File: config.mk
export PLATFORM = sky130hd
export DESIGN_NAME = counter_dp
export DESIGN_NICKNAME = d
export VERILOG_FILES = /design/src/rtl/counter_dp.sv
export SDC_FILE = /design/constraint.sdc
export NUM_CORES = 1
export LEC_CHECK = 0
export BUFFER_PORTS_ARGS = -buffer_cell sky130_fd_sc_hd__buf_2
export CAP_MARGIN = 25
export CORE_UTILIZATION = 45
export DETAILED_ROUTE_END_ITERATION = 7
export PLACE_DENSITY = 0.65
export RECOVER_POWER = 50
export REMOVE_ABC_BUFFERS = 1
export SETUP_SLACK_MARGIN = 0.4
export SLEW_MARGIN = 20
export SYNTH_ARGS = -nofsm -noshare
export SYNTH_HDL_FRONTEND = slang
export SYNTH_SLANG_ARGS = --single-unit
File: constraint.sdc
create_clock -name clk -period 9.9 [get_ports clk]
set_input_delay 1.485 -clock clk [delete_from_list [all_inputs] [get_ports clk]]
set_output_delay 1.485 -clock clk [all_outputs]
set_load 0.01 [all_outputs]
File: src/rtl/counter_dp.sv
// rtl/counter_dp.sv - parametrised up/down step counter with saturate/wrap range and RUN/DONE control
module counter_dp #(
    parameter int               WIDTH     = 16,
    parameter int               STEP_W    = 8,
    parameter logic [WIDTH-1:0] RESET_VAL = '0
) (
    input  logic              clk,
    input  logic              reset,
    input  logic              c_clr,
    input  logic              c_ld,
    input  logic [WIDTH-1:0]  d_in,
    input  logic              op,
    input  logic [STEP_W-1:0] step,
    input  logic [WIDTH-1:0]  limit,
    input  logic              sat,
    input  logic              en,
    input  logic              start,
    input  logic              stop,
    output logic [WIDTH-1:0]  c_out,
    output logic              z,
    output logic              m,
    output logic              ovf,
    output logic              wrap,
    output logic              busy,
    output logic              done
);

    typedef enum logic [1:0] {
        S_IDLE,
        S_RUN,
        S_DONE
    } state_t;

    localparam logic [WIDTH-1:0] ONE = WIDTH'(1);

    state_t           state;
    logic [WIDTH-1:0] cnt;
    logic [WIDTH-1:0] s_w;
    logic [WIDTH:0]   sum;
    logic [WIDTH-1:0] nxt;
    logic [WIDTH-1:0] term;
    logic             clamp;
    logic             bound;
    logic             wrapped;

    assign s_w = WIDTH'(step);

    // Fold results are computed modulo 2^WIDTH; the true value always fits in WIDTH bits.
    always_comb begin
        nxt     = cnt;
        bound   = 1'b0;
        wrapped = 1'b0;
        clamp   = sat | (s_w > limit);
        sum     = {1'b0, cnt} + {1'b0, s_w};
        if (!op) begin
            if (sum <= {1'b0, limit}) begin
                nxt = sum[WIDTH-1:0];
            end else if (clamp) begin
                nxt   = limit;
                bound = 1'b1;
            end else begin
                nxt     = cnt + s_w - limit - ONE;
                bound   = 1'b1;
                wrapped = 1'b1;
            end
        end else begin
            if (cnt >= s_w) begin
                nxt = cnt - s_w;
            end else if (clamp) begin
                nxt   = '0;
                bound = 1'b1;
            end else begin
                nxt     = cnt + limit + ONE - s_w;
                bound   = 1'b1;
                wrapped = 1'b1;
            end
        end
        term = op ? '0 : limit;
    end

    always_ff @(posedge clk or posedge reset) begin
        if (reset) begin
            cnt   <= RESET_VAL;
            ovf   <= 1'b0;
            wrap  <= 1'b0;
            state <= S_IDLE;
        end else begin
            wrap <= 1'b0;
            if (c_clr) begin
                cnt   <= '0;
                ovf   <= 1'b0;
                state <= S_IDLE;
            end else if (c_ld) begin
                cnt   <= (d_in > limit) ? limit : d_in;
                state <= S_IDLE;
            end else begin
                case (state)
                    S_IDLE: begin
                        if (start) begin
                            state <= S_RUN;
                            ovf   <= 1'b0;
                        end
                    end
                    S_RUN: begin
                        if (stop) begin
                            state <= S_IDLE;
                        end else if (en) begin
                            cnt  <= nxt;
                            wrap <= wrapped;
                            if (bound) begin
                                ovf <= 1'b1;
                            end
                            // Only a saturating range has a terminal value.
                            if (sat && (nxt == term)) begin
                                state <= S_DONE;
                            end
                        end
                    end
                    default: state <= S_IDLE;
                endcase
            end
        end
    end

    assign c_out = cnt;
    assign z     = (cnt == '0);
    assign m     = (cnt == limit);
    assign busy  = (state == S_RUN);
    assign done  = (state == S_DONE);

endmodule
==> metrics.yaml, run 1 <==
rows: 44
path_max_fanout: 24
synth_area_leaders: "ha_1 (20%), dfrtp_1 (7.5%), a21oi_1 (5.9%)"
synth_cells: 887
finalNetCount: 1099
antenna_cells: 0
worstPathCellList: "buf_2 > inv_1 > ha_1 > nand2b_1 > a2111oi_1 > nor4_1 > a21o_1 > o21ai_0 > ha_1 > a21o_1 > a21oi_1 > nand3_1 > o211ai_1 > and2_1 > o21ai_0 > a32oi_1 > nor4b_2 > nand4_1 > nor4_2 > o32ai_1"
setup_viol: 0
final_antenna_net_count: 0
power_leakage_nw: 3.42
drc_errors: 0
stdcell_area_um2: 7140
fp.dieH_um: 124
p_per_area_nw_per_um2: 155
setup_tns_ps: 0
async_flop_share_pct: 100
root_buffer: "clkbuf_16"
ir_drop_mv: 0.0559
r2r_slack_ps: 3300
hold_start: "ovf$_DFFE_PP0P_"
r2r.worst_path.cells: 18
clk_latency_ps: 250
drive_gt1_share_pct: 10.2
maxCapViolCount: 0
cts_tree: "yes"
ys.flop_type: "dfrtp_1"
r2r_end: "state[0]$_DFFE_PP0P_"
numCtsBuffers: 3
pre_cts_ws_ps: 2590
overflow: 0
core_area_um2: 14500
skew_ps: 1.17
cts.sinks: 20
stdcell_count: 1106
grt_pass1_wl_um: 37100
final_cell_mix: "ha_1 (107), inv_1 (100), a21oi_1 (78)"
hold_path.class: "flop to flop"
cts_buffer_depth: 2
wire_per_inst_um: 22.4
period_minus_slack_ps: 7330
critPathMaxStageDelay_ps: 810
placed_cell_area_um2: 7080
slew_violations: 0
crit_arrival_ps: 7450
clk_pin_slew_ps: 60
report.power.total_mw: 1.10
antenna_found_initial: 0
setup_ws_ps: 2570
numPortBuffers: 70
holdWs_ps: 605
rsz0062_at_grt: "false"
netlist_area_um2: 6660
critPathRequiredTime_ps: 10020
postLayoutCoreUtil_pct: 49.3
ys_seq_area_share_pct: 7.51
postCtsHoldBufs: 0
tightestPinTransition_ps: 1050
routed_wl_um: 24800
synth_edf_count: 0
r2r-start: "c_out[1]$_DFFE_PP0P_"
gr-usage-all-layers_pct: 32.4
fmax_ghz: 0.136
postCtsSetupBuffers: 0
vias: 7145
slowest_stage: "and2_1"
dp_hpwl_um: 20000
yosys_register_bits: 20
placed_cells_incl_taps: 1103
grt_max_degree: 31
outcome: "finished clean"
dieArea_um2: 15300
ctsResizeCount: 0
initial_core_util_pct: 46.0
cts_htree_levels: 1
critPathLaunchType: "input pin"
drt_iter0_drc: 725
worst_hold_path.endpoint: "ovf$_DFFE_PP0P_"
finalCritPeriodShare_pct: 74.1
avgSynthCellArea_um2: 7.51
ios: 71
cp-end-kind: "flop"
post-synth-top-area-cell: "ha_1"
worstHoldPathCells: 2
final-hold-violation-count: 0
worst-path-buf-inv: 2
synthToLayoutAreaGrowth_pct: 7.25
dr.pass1.iters: 7
gp_congestion: 1.02
synth_top_area_share_pct: 20.1
die_x_um: 124
via_per_inst: 6.46
yosys.cell_types.count: 86
crit_family: "compound AO/OA/AOI/OAI gates"
grt_pass1_vias: 6432
synth_warnings: 0
relSlewSlack_pct: 29.2
crit_type: "input pin to flop"
final_common_cell: "ha_1"
==> final cells by class <==
| class | instances | area, µm² |
|---|---|---|
| Tap cell | 184 | 230 |
| Fill cell | 1483 | 7330 |
| Sequential cell | 20 | 500 |
| Inverter | 105 | 394 |
| Timing Repair Buffer | 73 | 359 |
| Clock buffer | 3 | 75.1 |
| Multi-Input combinational cell | 721 | 5590 |
==> cells in the mapped netlist (10+ instances only) <==
master      n
nand2_1    57
xnor2_1    37
dfrtp_1    20
nor4_1     15
nor3_1     14
nand3_1    20
fa_1       19
nand4_1    15
clkbuf_1   27
inv_1     100
ha_1      107
a21o_1     20
a211oi_1   15
and3_1     11
o21ai_0    40
o211ai_1   26
a22o_1     11
mux2i_1    10
a21oi_1    78
xor2_1     21
nor2_1     57
==> state kept, by name, summed over array words and instances, names as in the netlist <==
name / cells
c_out: 16
ovf: 1
state: 2
wrap: 1
==> worst min-delay path, stage by stage, from the launching register on <==
cell	delay [ps]
dfrtp_1	390
a21oi_1	120
a311oi_1	60
==> worst max-delay path by stage <==
stage          startpoint                   end  slack (ps)  depth (start not counted)
2_1_floorplan     step[1]  state[0]$_DFFE_PP0P_        3820                         21
3_3_place_gp      step[1]  state[0]$_DFFE_PP0P_        2790                         22
3_5_place_dp      step[1]  state[0]$_DFFE_PP0P_        2590                         22
4_1_cts           step[1]  state[0]$_DFFE_PP0P_        2840                         22
5_1_grt           step[1]  state[0]$_DFFE_PP0P_        2320                         22
6_report          step[1]  state[0]$_DFFE_PP0P_        2570                         20
==> where the power goes <==
| group | internal (mW) | leakage (nW) | switching [mW] | total, mW |
|---|---|---|---|---|
| sequential | 0.0912 | 0.264 | 0.0377 | 0.129 |
| clock | 0.0533 | 0.0370 | 0.0308 | 0.0841 |
| combinational | 0.333 | 3.12 | 0.558 | 0.892 |
| total | 0.478 | 3.42 | 0.627 | 1.10 |
==> logic make-up after synthesis <==
logic type      count (synthesis)  synth area share (%)
mux                            13                  2.01
buf+inv                       146                  8.81
flops                          20                  7.51
compound gates                286                  29.8
xor+xnor                       58                  7.63
fa+ha+maj                     126                  25.8
simple gates                  238                  18.5
==> layer usage <==
layer  GRT usage (%)  wire (µm)
met1            45.8      10900
met2            51.4      10800
met3            2.38       2230
met4            11.7        907
met5               0          0
(Power assumes the default switching activity.)
==> run 2, diff against run 1 <==
--- a/config.mk
+++ b/config.mk
@@ -5,6 +5,7 @@
 export SDC_FILE = /design/constraint.sdc
 export NUM_CORES = 1
 export LEC_CHECK = 0
+export ABC_AREA = 1
 export BUFFER_PORTS_ARGS = -buffer_cell sky130_fd_sc_hd__buf_2
 export CAP_MARGIN = 25
 export CORE_UTILIZATION = 45
==> constraint.sdc (replaced) <==
create_clock -name clk -period 7.4 [get_ports clk]
set_input_delay 1.11 -clock clk [delete_from_list [all_inputs] [get_ports clk]]
set_output_delay 1.11 -clock clk [all_outputs]
set_load 0.01 [all_outputs]
==> metrics.yaml, run 2 <==
antenna_cells: 0  # unchanged
rows: 44  # unchanged
r2r_end: "state[1]$_DFFE_PP0P_"  # was state[0]$_DFFE_PP0P_
holdWs_ps: 555  # was 605 ps
numCtsBuffers: 3  # unchanged
finalNetCount: 1302  # was 1099
root_buffer: "clkbuf_16"  # unchanged
finalCritPeriodShare_pct: 70.4
netlist_top_cells_count: "nand2_1 (242), inv_1 (165), ha_1 (107), nand3_1 (107), nor2_1 (98)"  # was ha_1 (107), inv_1 (100), a21oi_1 (78)
drc_errors: 0  # unchanged
largest_reg_flops: 16  # unchanged
crit_arrival_ps: 5440  # was 7450 ps
endpoint: "state[1]$_DFFE_PP0P_"  # was state[0]$_DFFE_PP0P_
synth_warnings: 0  # unchanged
grt_pass1_vias: 6888  # was 6432
drive_gt1_share_pct: 8.70  # was 10.2%
die_x_um: 124  # about the same
r2r_slack_ps: 2750  # was 3300 ps
clk_latency_ps: 280  # was 250 ps
async_flop_share_pct: 100  # unchanged
yosys_register_bits: 20  # unchanged
dp_hpwl_um: 20700  # was 20000 µm
ctsResizeCount: 0  # unchanged
synth_cells: 1075  # was 887
initial_core_util_pct: 46.2  # was 46.0%
relSlewSlack_pct: 29.7  # was 29.2%
synth_top_area_share_pct: 19.9  # was 20.1%
critPathRequiredTime_ps: 7630  # was 10020 ps
period_minus_slack_ps: 5210
fp.dieH_um: 124  # about the same
path_max_fanout: 19  # was 24
critPathLaunchType: "input pin"  # unchanged
via_per_inst: 5.66  # was 6.46
skew_ps: 5.04  # was 1.17 ps
clk_pin_slew_ps: 80  # was 60 ps
r2r-start: "c_out[1]$_DFFE_PP0P_"  # unchanged
final_antenna_net_count: 0  # unchanged
cts_buffer_depth: 2  # unchanged
wire_per_inst_um: 19.3  # was 22.4 µm
gp_congestion: 0.965  # was 1.02
synth_top_family_by_area: "simple AND/OR/NAND/NOR gates"  # was compound AO/OA/AOI/OAI gates
synth.most_common_cell: "nand2_1"  # was ha_1
p_per_area_nw_per_um2: 199  # was 155 nW/µm²
r2r.worst_path.cells: 28  # was 18
final_common_cell: "nand2_1"  # was ha_1
cp-end-kind: "flop"  # unchanged
vias: 7419  # was 7145
cts_tree: "yes"  # unchanged
worstHoldPathCells: 2  # unchanged
gr-usage-all-layers_pct: 33.9  # was 32.4%
core_area_um2: 14500  # about the same
grt_pass1_wl_um: 38300  # was 37100 µm
overflow: 0  # unchanged
synthSimpleGateAreaFrac_pct: 34.9  # was 18.5%
dieArea_um2: 15400  # was 15300 µm²
final-hold-violation-count: 0  # unchanged
antenna_found_initial: 1  # was 0
postCtsHoldBufs: 0  # unchanged
synth_edf_count: 0  # unchanged
setup_viol: 0  # unchanged
synth_compound_area_share_pct: 14.7  # was 29.8%
synth-adder-area-share_pct: 25.6  # was 25.8%
ys_seq_area_share_pct: 7.45  # was 7.51%
slew_violations: 0  # unchanged
ir_drop_mv: 0.0997  # was 0.0559 mV
outcome: "finished clean"  # unchanged
crit_type: "input pin to flop"  # unchanged
tightestPinTransition_ps: 1050  # about the same
rsz0062_at_grt: "false"  # unchanged
ios: 71  # unchanged
maxCapViolCount: 0  # unchanged
synthToLayoutAreaGrowth_pct: 8.18  # was 7.25%
avgSynthCellArea_um2: 6.25  # was 7.51 µm²
drt_iter0_drc: 728  # was 725
num-fill-cells: 1588  # was 1483
crit_start: "step[2]"  # was step[1]
report.power.total_mw: 1.45  # was 1.10 mW
critPathMostFrequentCell: "nand2_1"
synthMuxAreaShare_pct: 0  # was 2.01%
slowest_stage: "ha_1"  # was and2_1
yosys.area_share.xor_xnor_pct: 5.35  # was 7.63%
dr.pass1.iters: 5  # was 7
netlist_area_um2: 6720  # was 6660 µm²
routed_wl_um: 25200  # was 24800 µm
cts.sinks: 20  # unchanged
postCtsSetupBuffers: 0  # unchanged
yosys.cell_types.count: 49  # was 86
grt_max_degree: 28  # was 31
critPathMaxStageDelay_ps: 460  # was 810 ps
final_cell_mix: "nand2_1 (242), inv_1 (164), nand3_1 (107), ha_1 (107), nor2_1 (97)"  # was ha_1 (107), inv_1 (100), a21oi_1 (78)
cts_htree_levels: 1  # unchanged
power_leakage_nw: 3.93  # was 3.42 nW
post-synth-top-area-cell: "ha_1"  # unchanged
fmax_ghz: 0.192
ys.flop_type: "dfrtp_1"  # unchanged
hold_path.class: "flop to flop"  # unchanged
synth_area_leaders: "ha_1 (20%), nand2_1 (14%), inv_1 (9.2%)"  # was ha_1 (20%), dfrtp_1 (7.5%), a21oi_1 (5.9%)
setup_tns_ps: 0  # unchanged
postLayoutCoreUtil_pct: 50.0  # was 49.3%
numPortBuffers: 70  # unchanged
run 2: cell types whose count changed in the layout (fill, tap and decap cells not counted), sizes merged, moves of 10 or more:
cell	previous run	this run
a211oi	15	1
a21o	20	4
a21oi	78	61
a22o	11	0
a31oi	4	19
and3	11	0
inv	104	171
mux2i	10	0
nand2	57	250
nand3	20	109
nand3b	2	15
nor2	59	102
xnor2	37	18
run 2: area by class of cell:
| cell class | instances | area (µm²) | area share (%) |
|---|---|---|---|
| Clock buffer | 3 | 75.1 | 1.03 |
| Clock inverter | 1 | 30.0 | 0.413 |
| Inverter | 174 | 658 | 9.06 |
| Multi-Input combinational cell | 854 | 5410 | 74.4 |
| Sequential cell | 20 | 500 | 6.89 |
| Tap cell | 184 | 230 | 3.17 |
| Timing Repair Buffer | 74 | 363 | 4.99 |
run 2: power by group:
| group | internal, mW | switching [mW] | leakage (nW) | total (mW) |
|---|---|---|---|---|
| registers | 0.123 | 0.0433 | 0.253 | 0.167 |
| clock network | 0.108 | 0.0678 | 0.0511 | 0.176 |
| logic | 0.382 | 0.723 | 3.63 | 1.11 |
run 2: kinds of logic after synthesis:
| group | after synthesis |
|---|---|
| simple gates | 527 |
| flops | 20 |
| fa+ha+maj | 126 |
| buf+inv | 201 |
| compound gates | 160 |
| xor+xnor | 41 |
run 2: per-layer routing:
metal,global-route usage (%),wire (µm)
met1,47.8,11200
met4,12.8,856
met3,7.46,2570
met2,49.9,10600
met5,0,13
run 2: worst max-delay path, delay by kind of cell:
kind,cells,cell delay (ps)
AOI/OAI and AO/OA,5,1090
xor gates and xnor gates,1,160
adders and majority gates,2,760
buffers and inverters,6,570
and+or+nand+nor,16,1730
run 2: per-stage QoR:
stage	instance area [µm²]	cells	setup WS (ps)
3_5_place_dp	7170	1305	1950
2_1_floorplan	6570	1048	2850
6_report	7270	1310	2190
4_1_cts	7280	1309	2230
5_1_grt	7270	1310	1640
3_3_place_gp	7170	1305	2100
run 2: worst min-delay path by stage:
stage | from | to | slack [ps]
after detailed placement | ovf$_DFFE_PP0P_ | ovf$_DFFE_PP0P_ | 530
after CTS | ovf$_DFFE_PP0P_ | ovf$_DFFE_PP0P_ | 550
after global placement | ovf$_DFFE_PP0P_ | ovf$_DFFE_PP0P_ | 520
after floorplan | ovf$_DFFE_PP0P_ | ovf$_DFFE_PP0P_ | 560
after global routing | ovf$_DFFE_PP0P_ | ovf$_DFFE_PP0P_ | 600
final | ovf$_DFFE_PP0P_ | ovf$_DFFE_PP0P_ | 560
